### config.mk
export PLATFORM = sky130hd
export DESIGN_NAME = uart_tx_fifo_flat
export DESIGN_NICKNAME = d
export VERILOG_FILES = /design/src/rtl/uart_tx_fifo_if.sv /design/src/rtl/uart_tx_fifo.sv /design/src/flat_wrapper.sv
export SDC_FILE = /design/constraint.sdc
export NUM_CORES = 1
export LEC_CHECK = 0
export CAP_MARGIN = 40
export CORE_ASPECT_RATIO = 1.1
export CORE_MARGIN = 2
export CORE_UTILIZATION = 60
export CTS_CLUSTER_DIAMETER = 200
export DETAILED_ROUTE_END_ITERATION = 8
export PLACE_DENSITY = 0.79
export REMOVE_ABC_BUFFERS = 1
export SLEW_MARGIN = 20
export SYNTH_ARGS = -nofsm -noshare
export SYNTH_HDL_FRONTEND = slang
export SYNTH_SLANG_ARGS = --single-unit
export TNS_END_PERCENT = 5
### constraint.sdc
create_clock -name clk -period 5.3 [get_ports clk]
set_clock_uncertainty 0.15 [all_clocks]
set_input_delay 1.325 -clock clk [delete_from_list [all_inputs] [get_ports clk]]
set_output_delay 1.325 -clock clk [all_outputs]
set_load 0.05 [all_outputs]
### src/rtl/uart_tx_fifo_if.sv
// Byte write port of the UART transmitter: valid/ready handshake.
`timescale 1ns/1ps
interface uart_tx_fifo_if;
  logic [7:0] tx_data;
  logic       tx_valid;
  logic       tx_ready;

  // Producer side drives data/valid and watches ready.
  modport master (output tx_data, output tx_valid, input tx_ready);
  // Transmitter side consumes data/valid and reports ready.
  modport slave  (input tx_data, input tx_valid, output tx_ready);
endinterface

### src/rtl/uart_tx_fifo.sv
// 8N1 UART transmitter, LSB first, fed by a small circular byte FIFO.
// Queued bytes go out back-to-back with no idle gap between frames.
`timescale 1ns/1ps
module uart_tx_fifo #(
  parameter int BAUDRATE       = 115_200,
  parameter int BASE_CLK       = 50_000_000,
  parameter int CLOCKS_PER_BIT = BASE_CLK / BAUDRATE,
  parameter int FIFO_DEPTH     = 4,
  localparam int CW            = $clog2(FIFO_DEPTH + 1)
) (
  input  logic              clk,
  input  logic              rst,
  uart_tx_fifo_if.slave     wr,
  output logic              serial_data_out,
  output logic              tx_busy,
  output logic [CW-1:0]     fifo_count
);

  localparam int          AW       = (FIFO_DEPTH > 1) ? $clog2(FIFO_DEPTH) : 1;
  localparam logic [31:0] CPB_LAST = 32'(CLOCKS_PER_BIT - 1);

  typedef enum logic [1:0] {IDLE, START, DATA, STOP} state_t;

  logic [7:0]    mem [FIFO_DEPTH];
  logic [AW-1:0] wr_ptr, rd_ptr;
  logic [CW-1:0] count;
  logic          push, pop, bit_done;

  state_t        state;
  logic [31:0]   ctr;
  logic [2:0]    idx;
  logic [7:0]    shreg;

  // Ready comes from the registered count, so a full FIFO never admits a
  // push even on an edge where the FSM pops.
  assign wr.tx_ready = (count != CW'(FIFO_DEPTH));
  assign push        = wr.tx_valid & wr.tx_ready;
  assign bit_done    = (ctr == CPB_LAST);
  // Pop whenever a new frame is launched: from IDLE, or straight out of STOP.
  assign pop         = (count != '0) && ((state == IDLE) || (state == STOP && bit_done));

  assign tx_busy     = (state != IDLE) || (count != '0);
  assign fifo_count  = count;

  // FIFO storage: data only, no reset needed.
  always_ff @(posedge clk) begin
    if (push) mem[wr_ptr] <= wr.tx_data;
  end

  // FIFO pointers and occupancy; pointers wrap naturally at power-of-2 depth.
  always_ff @(posedge clk or posedge rst) begin
    if (rst) begin
      wr_ptr <= '0;
      rd_ptr <= '0;
      count  <= '0;
    end else begin
      if (push) wr_ptr <= wr_ptr + AW'(1);
      if (pop)  rd_ptr <= rd_ptr + AW'(1);
      case ({push, pop})
        2'b10:   count <= count + CW'(1);
        2'b01:   count <= count - CW'(1);
        default: count <= count;
      endcase
    end
  end

  // Frame FSM: the byte is captured into shreg at pop, so later writes
  // cannot disturb the frame on the line. Line output is registered.
  always_ff @(posedge clk or posedge rst) begin
    if (rst) begin
      state           <= IDLE;
      serial_data_out <= 1'b1;
      ctr             <= '0;
      idx             <= '0;
      shreg           <= '0;
    end else begin
      case (state)
        IDLE: begin
          serial_data_out <= 1'b1;
          ctr             <= '0;
          if (pop) begin
            shreg           <= mem[rd_ptr];
            serial_data_out <= 1'b0;
            state           <= START;
          end
        end
        START: begin
          if (bit_done) begin
            serial_data_out <= shreg[0];
            idx             <= '0;
            ctr             <= '0;
            state           <= DATA;
          end else begin
            ctr <= ctr + 32'd1;
          end
        end
        DATA: begin
          if (bit_done) begin
            ctr <= '0;
            if (idx != 3'd7) begin
              // shreg[0] is the bit on the line; shift so shreg[1] is next.
              idx             <= idx + 3'd1;
              serial_data_out <= shreg[1];
              shreg           <= {1'b0, shreg[7:1]};
            end else begin
              serial_data_out <= 1'b1;
              state           <= STOP;
            end
          end else begin
            ctr <= ctr + 32'd1;
          end
        end
        STOP: begin
          if (bit_done) begin
            ctr <= '0;
            if (pop) begin
              shreg           <= mem[rd_ptr];
              serial_data_out <= 1'b0;
              state           <= START;
            end else begin
              state <= IDLE;
            end
          end else begin
            ctr <= ctr + 32'd1;
          end
        end
        default: begin
          state           <= IDLE;
          serial_data_out <= 1'b1;
        end
      endcase
    end
  end

endmodule

### src/flat_wrapper.sv
// flat-port wrapper written by rule: the top's interface ports become plain ports
module uart_tx_fifo_flat 
#(
  parameter int BAUDRATE       = 115_200,
  parameter int BASE_CLK       = 50_000_000,
  parameter int CLOCKS_PER_BIT = BASE_CLK / BAUDRATE,
  parameter int FIFO_DEPTH     = 4,
  localparam int CW            = $clog2(FIFO_DEPTH + 1)
)
  (clk, rst, serial_data_out, tx_busy, fifo_count, wr_tx_data, wr_tx_valid, wr_tx_ready);
  uart_tx_fifo_if wr_i ();
  input  logic clk;
  input  logic rst;
  output logic serial_data_out;
  output logic tx_busy;
  output logic [CW-1:0] fifo_count;
  input wire logic [$bits(wr_i.tx_data)-1:0] wr_tx_data;
  input wire logic [$bits(wr_i.tx_valid)-1:0] wr_tx_valid;
  output wire logic [$bits(wr_i.tx_ready)-1:0] wr_tx_ready;
  assign wr_i.tx_data = wr_tx_data;
  assign wr_i.tx_valid = wr_tx_valid;
  assign wr_tx_ready = wr_i.tx_ready;
  uart_tx_fifo #(.BAUDRATE(BAUDRATE), .BASE_CLK(BASE_CLK), .CLOCKS_PER_BIT(CLOCKS_PER_BIT), .FIFO_DEPTH(FIFO_DEPTH)) u_core (.clk(clk), .rst(rst), .wr(wr_i), .serial_data_out(serial_data_out), .tx_busy(tx_busy), .fifo_count(fifo_count));
endmodule
==> impl_metrics.yaml, run 1 <==
timing:
  tightest_slew_ns: 0.681
  setup_tns_ns: 0
  setup_viol_count_final: 0
  drv_slew: 0
  period_share_pct: 66.9
  period_needed_ns: 3.55
  hold_viol: 0
  postLayoutSetupSlackWorst_ns: 1.75
  fmax_ghz: 0.282
  max_slew_margin_pct: 54.6
  rsz0062_at_grt: "no"
route:
  avgViaCountPerCell: 5.74
  vias: 2530
  finalWirelength_um: 6980
  antenna_left: 0
  drtIter0Drc: 105
  firstDrtPassIters: 4
  wl_per_cell_um: 15.8
  drc_errors: 0
layout:
  finalNetCount: 381
  drive_gt1_share_pct: 13.6
  layout_commonest_cell: "dfrtp_1"
  n_antenna_cell: 0
  num-fill-cells: 484
  final_cell_mix: "52 x dfrtp_1, 47 x nor2_1, 32 x edfxtp_1, 22 x xor2_1, 18 x nand3_1"
  area_delta_synth_final_pct: 10.3
worst_setup_path:
  cp-end-kind: "output port"
  worst_setup_path_start_kind: "flip-flop"
  cp_slowest_cell: "clkdlybuf4s50_1"
  path_class: "flip-flop to output port"
  critical_path_arrival_ns: 2.07
  crit_chain: "inv_1, ha_1, nand2_1, clkdlybuf4s50_1"
  slowest_delay_ns: 0.81
  crit_fanout: 5
  worstPathRequired_ns: 3.83
power:
  power_density_mw_per_mm2: 318
  ir_drop_mv: 0.268
  p_leak_nw: 1.87
job:
  cap_violations: 0
clock_tree:
  clk_latency_ns: 0.35
  hold_buffers: 0
  cts_resized: 0
  path_clk_slew_ns: 0.09
  clockBufferDepth: 2
  cts_max_level: 3
  cts.sinks: 85
  cts_tree: "done"
  cts_setup_buffers: 0
  cts-root-buf: "clkbuf_8"
  numCtsBuffers: 9
floorplanning:
  fp.dieW_um: 83.2
  initial_utilization_pct: 62.3
  die-area_mm2: 0.00757
  rows: 31
  ios: 17
  die_h_um: 91.1
  core-area_mm2: 0.00663
synthesis:
  synth.top_cell.area_share_pct: 31.5
  synth_warnings: 0
  synth_top_cell_by_area: "dfrtp_1"
  syn_area_mm2: 0.00414
  synth.distinct_cells: 53
  synth_area_leaders: "dfrtp_1 31%, edfxtp_1 23%, xor2_1 4.7%"
  synth_top_flop_cell: "dfrtp_1"
  ys_ff_latch: 85
  avgSynthCellArea_um2: 12.4
  synth-edff-count: 32
  synth_seq_area_share_pct: 55.3
  netlist_instances: 334
  ys_async_sr_fraction_pct: 62.4
run_status:
  status: "finished, final reports clean"
placed_design:
  dpl.hpwl_um: 4880
  port_buffers: 16
  gp_congestion: 0.834
  pre_cts_slack_ns: 1.98
grt:
  antenna_found_initial: 0
  grt_max_degree: 33
  grt_pass1_vias: 2576
  track_usage_pct: 20.4
  grt_pass1_wl_um: 12300
  overflow: 0
min_path:
  hold_path.class: "flip-flop to flip-flop"
==> synth_stat cells (7+ instances only) <==
cell type and instances:
xnor2_1 14, ha_1 15, xor2_1 22, dfrtp_1 52
and3_1 10, mux4_2 8, nand3_1 18, nand2_1 14
inv_1 16, o21ai_0 7, nor2_1 47, edfxtp_1 32
==> critical path, delay by kind of cell (launching register included) <==
kind | cells | cell delay (ns)
flip-flops | 1 | 0.43
buffers and inverters | 2 | 0.93
adder cells (fa/ha/maj) | 1 | 0.25
AND/OR/NAND/NOR | 1 | 0.11
==> flip-flops by register name (all words and copies together) (netlist names) <==
| name | count |
|---|---|
| u_core.ctr | 32 |
| u_core.wr_ptr | 2 |
| u_core.rd_ptr | 2 |
| u_core.shreg | 8 |
| u_core.mem | 32 |
| u_core.state | 2 |
| u_core.serial_data_out | 1 |
| u_core.idx | 3 |
| u_core.fifo_count | 3 |
==> area by class of cell <==
class	instances	area [um2]	area share (%)
flip-flops and latches	85	2290	50.2
multi-input cells	225	1750	38.3
repair buffers	17	180	3.95
clock buffers	9	124	2.72
well taps	82	103	2.25
inverters	16	60.1	1.32
clock inverters	7	57.6	1.26
==> cell families (layout without fill, tap and decap cells) <==
| kind of cell | count (synthesis) | in the layout | share of synthesized area, % |
|---|---|---|---|
| flops | 85 | 85 | 55.3 |
| mux | 11 | 11 | 5.14 |
| compound gates | 31 | 31 | 6.05 |
| xor+xnor | 36 | 36 | 7.62 |
| fa+ha+maj | 16 | 16 | 5.02 |
| buf+inv | 24 | 49 | 2.48 |
| simple gates | 131 | 131 | 18.3 |
==> worst paths after layout <==
kind	depth (start not counted)	end	start	slack (ns)
worst max-delay path	4	tx_busy	u_core.state[0]	1.75
worst min-delay path	1	u_core.ctr[0]	u_core.ctr[0]	0.35
worst max register to register	9	u_core.fifo_count[2]	u_core.ctr[24]	2.27
worst min register to register	1	u_core.ctr[0]	u_core.ctr[0]	0.35
max in group asynchronous	3	u_core.serial_data_out	rst	3.17
min in group asynchronous	2	u_core.ctr[22]	rst	1.20
==> layer usage <==
layer | vias to the layer above | track usage (%) | wire, um
met1 | 1280 | 28.7 | 3370
li1 | 1222 | - | -
met3 | 5 | 2.73 | 142
met4 | 0 | 8.61 | 76
met5 | - | 0 | 0
met2 | 23 | 32.2 | 3390
==> per-stage QoR <==
| stage | hold WS [ns] | std cells | power, mW | util, % | cell area [um2] |
|---|---|---|---|---|---|
| after global routing | 0.392 | 441 | 1.52 | 68.7 | 4560 |
| final | 0.346 | 441 | 1.45 | 68.7 | 4560 |
| after global placement | 0.321 | 424 | 1.03 | 65.7 | 4360 |
| after detailed placement | 0.334 | 425 | 1.04 | 66.0 | 4380 |
| after CTS | 0.346 | 441 | 1.46 | 68.7 | 4560 |
| after floorplan | 0.303 | 326 | 0.954 | - | 4090 |
==> report_power, final <==
group / total [mW] / internal, mW / switching, mW
combinational: 0.241 / 0.0851 / 0.156
sequential: 0.787 / 0.756 / 0.0309
clock: 0.422 / 0.176 / 0.246
total: 1.45 / 1.02 / 0.433
No activity file was read; power rests on OpenSTA's default activity.
==> run 2: changes to the inputs <==
Settings changed: CORE_UTILIZATION 60 to 55, PLACE_DENSITY 0.79 to 0.76.
Clock period 5.3 ns to 3 ns, I/O delays scaled along.
==> run 2 against run 1 <==
- combinational power rose by 69%
- critical path type unchanged
- sequential share of layout area fell by 0.49 points
- first-iteration DRC count fell by 13%
- non-clock buffer count rose by 3
- die area rose by 8.7%
- cell area rose by 0.99%
- cell count rose by 1.8%
- critical path depth fell by 1
==> impl_metrics.yaml, run 2 (synthesis results as in run 1) <==
run_status:
  status: "finished, final reports clean"
worst_setup_path:
  cp_num_cells: 3
  path_buf_inv: 2
  path_class: "flip-flop to output port"
  r2r_start: "u_core.ctr[3]"
  worst_setup_path_start_kind: "flip-flop"
  startpoint: "u_core.fifo_count[0]"
  cp-end-kind: "output port"
  r2r_cells: 9
  crit_path_end: "wr_tx_ready"
  cp_slowest_cell: "clkdlybuf4s50_1"
  critical_path_arrival_ns: 1.94
  crit_fanout: 6
  worstPathRequired_ns: 2.10
  crit_family: "buffers and inverters"
  r2r-end: "u_core.fifo_count[2]"
  slowest_delay_ns: 0.84
  crit_chain: "inv_1, nand3_1, clkdlybuf4s50_1"
  ff2ff_setup_slack_ns: 0.35
layout:
  final_cell_area_mm2: 0.00460
  reg_top3: "u_core.ctr: 32 flops, u_core.mem: 32 flops, u_core.shreg: 8 flops"
  finalNetCount: 384
  n_antenna_cell: 0
  final_core_util_pct: 62.3
  final_cell_mix: "52 x dfrtp_1, 47 x nor2_1, 32 x edfxtp_1, 22 x xor2_1, 18 x nand3_1"
  layout_commonest_cell: "dfrtp_1"
  area_delta_synth_final_pct: 11.3
  drive_gt1_share_pct: 14.1
  num-fill-cells: 571
  layout.cells.non_filler: 449
clock_tree:
  path_clk_slew_ns: 0.09
  clockBufferDepth: 2
  clk_latency_ns: 0.36
  cts_resized: 0
  cts_tree: "done"
  cts-root-buf: "clkbuf_8"
  numCtsBuffers: 9
  cts.sinks: 85
  hold_buffers: 0
  cts_max_level: 3
  cts_setup_buffers: 0
job:
  cap_violations: 0
route:
  drc_errors: 0
  firstDrtPassIters: 4
  antenna_left: 0
  drtIter0Drc: 91
  vias: 2493
  wl_per_cell_um: 15.2
  finalWirelength_um: 6830
  avgViaCountPerCell: 5.55
timing:
  holdWs_ns: 0.343
  hold_viol: 0
  setup_viol_count_final: 0
  period_needed_ns: 2.84
  setup_tns_ns: 0
  rsz0062_at_grt: "no"
  postLayoutSetupSlackWorst_ns: 0.159
  drv_slew: 0
  tightest_slew_ns: 0.580
  period_share_pct: 94.7
  max_slew_margin_pct: 61.3
  fmax_ghz: 0.352
floorplanning:
  die-area_mm2: 0.00823
  core-area_mm2: 0.00739
  rows: 33
  ios: 17
  die_h_um: 94.9
  initial_utilization_pct: 56.0
  fp.dieW_um: 86.7
grt:
  grt_pass1_vias: 2493
  track_usage_pct: 18.6
  overflow: 0
  antenna_found_initial: 0
  grt_max_degree: 33
  grt_pass1_wl_um: 11600
min_path:
  hold_path.class: "flip-flop to flip-flop"
placed_design:
  placed_cells: 433
  pre_cts_slack_ns: 0.260
  placed_area_mm2: 0.00440
  dpl.hpwl_um: 4840
  gp_congestion: 0.764
  port_buffers: 16
power:
  ir_drop_mv: 0.527
  power_density_mw_per_mm2: 565
  p_leak_nw: 1.91
  p_total_mw: 2.60
[run 2: cell count changes in the layout (fill, tap and decap cells not counted), sizes merged]
cell / previous run / this run
buf: 1 / 4
clkinvlp: 3 / 0
inv: 19 / 21
clkdlybuf4s50: 16 / 15
clkinv: 1 / 2
dlymetal6s2s: 0 / 1
[run 2: final cells by class]
type	count	area [um2]	share of cell area, %
clock buffers	9	124	2.69
clock inverters	7	73.8	1.60
inverters	16	60.1	1.30
multi-input cells	225	1740	37.9
flip-flops and latches	85	2290	49.7
well taps	87	109	2.36
repair buffers	20	205	4.46
[run 2: routing by layer]
| metal | GRT usage (%) | routed length [um] | vias to the layer above |
|---|---|---|---|
| met4 | 10.5 | 152 | 0 |
| met3 | 3.58 | 183 | 14 |
| li1 | - | - | 1237 |
| met2 | 28.8 | 3130 | 31 |
| met1 | 24.7 | 3360 | 1211 |
| met5 | 0 | 0 | - |
[run 2: worst min-delay path by stage]
stage | start | end | slack [ns] | depth (start not counted)
floorplan | u_core.ctr[0] | u_core.ctr[0] | 0.30 | 1
global placement | u_core.ctr[0] | u_core.ctr[0] | 0.33 | 1
detailed placement | u_core.ctr[0] | u_core.ctr[0] | 0.34 | 1
CTS | u_core.ctr[0] | u_core.ctr[0] | 0.35 | 1
global route | u_core.ctr[0] | u_core.ctr[0] | 0.38 | 1
finish | u_core.ctr[0] | u_core.ctr[0] | 0.34 | 1
[run 2: where the power goes]
group | total (mW) | leakage (nW) | switching, mW | internal, mW
combinational | 0.407 | 0.829 | 0.258 | 0.149
sequential | 1.40 | 0.978 | 0.0649 | 1.34
clock | 0.796 | 0.101 | 0.466 | 0.329
[run 2: worst reg2reg max path: cells and delay by family, from the launching register on]
kind                     cells  cell delay, ns
XOR/XNOR                     2            0.30
AO/OA/AOI/OAI                1            0.31
buffers and inverters        1            0.06
flip-flops                   1            0.45
AND/OR/NAND/NOR              3            0.71
adder cells (fa/ha/maj)      2            0.60
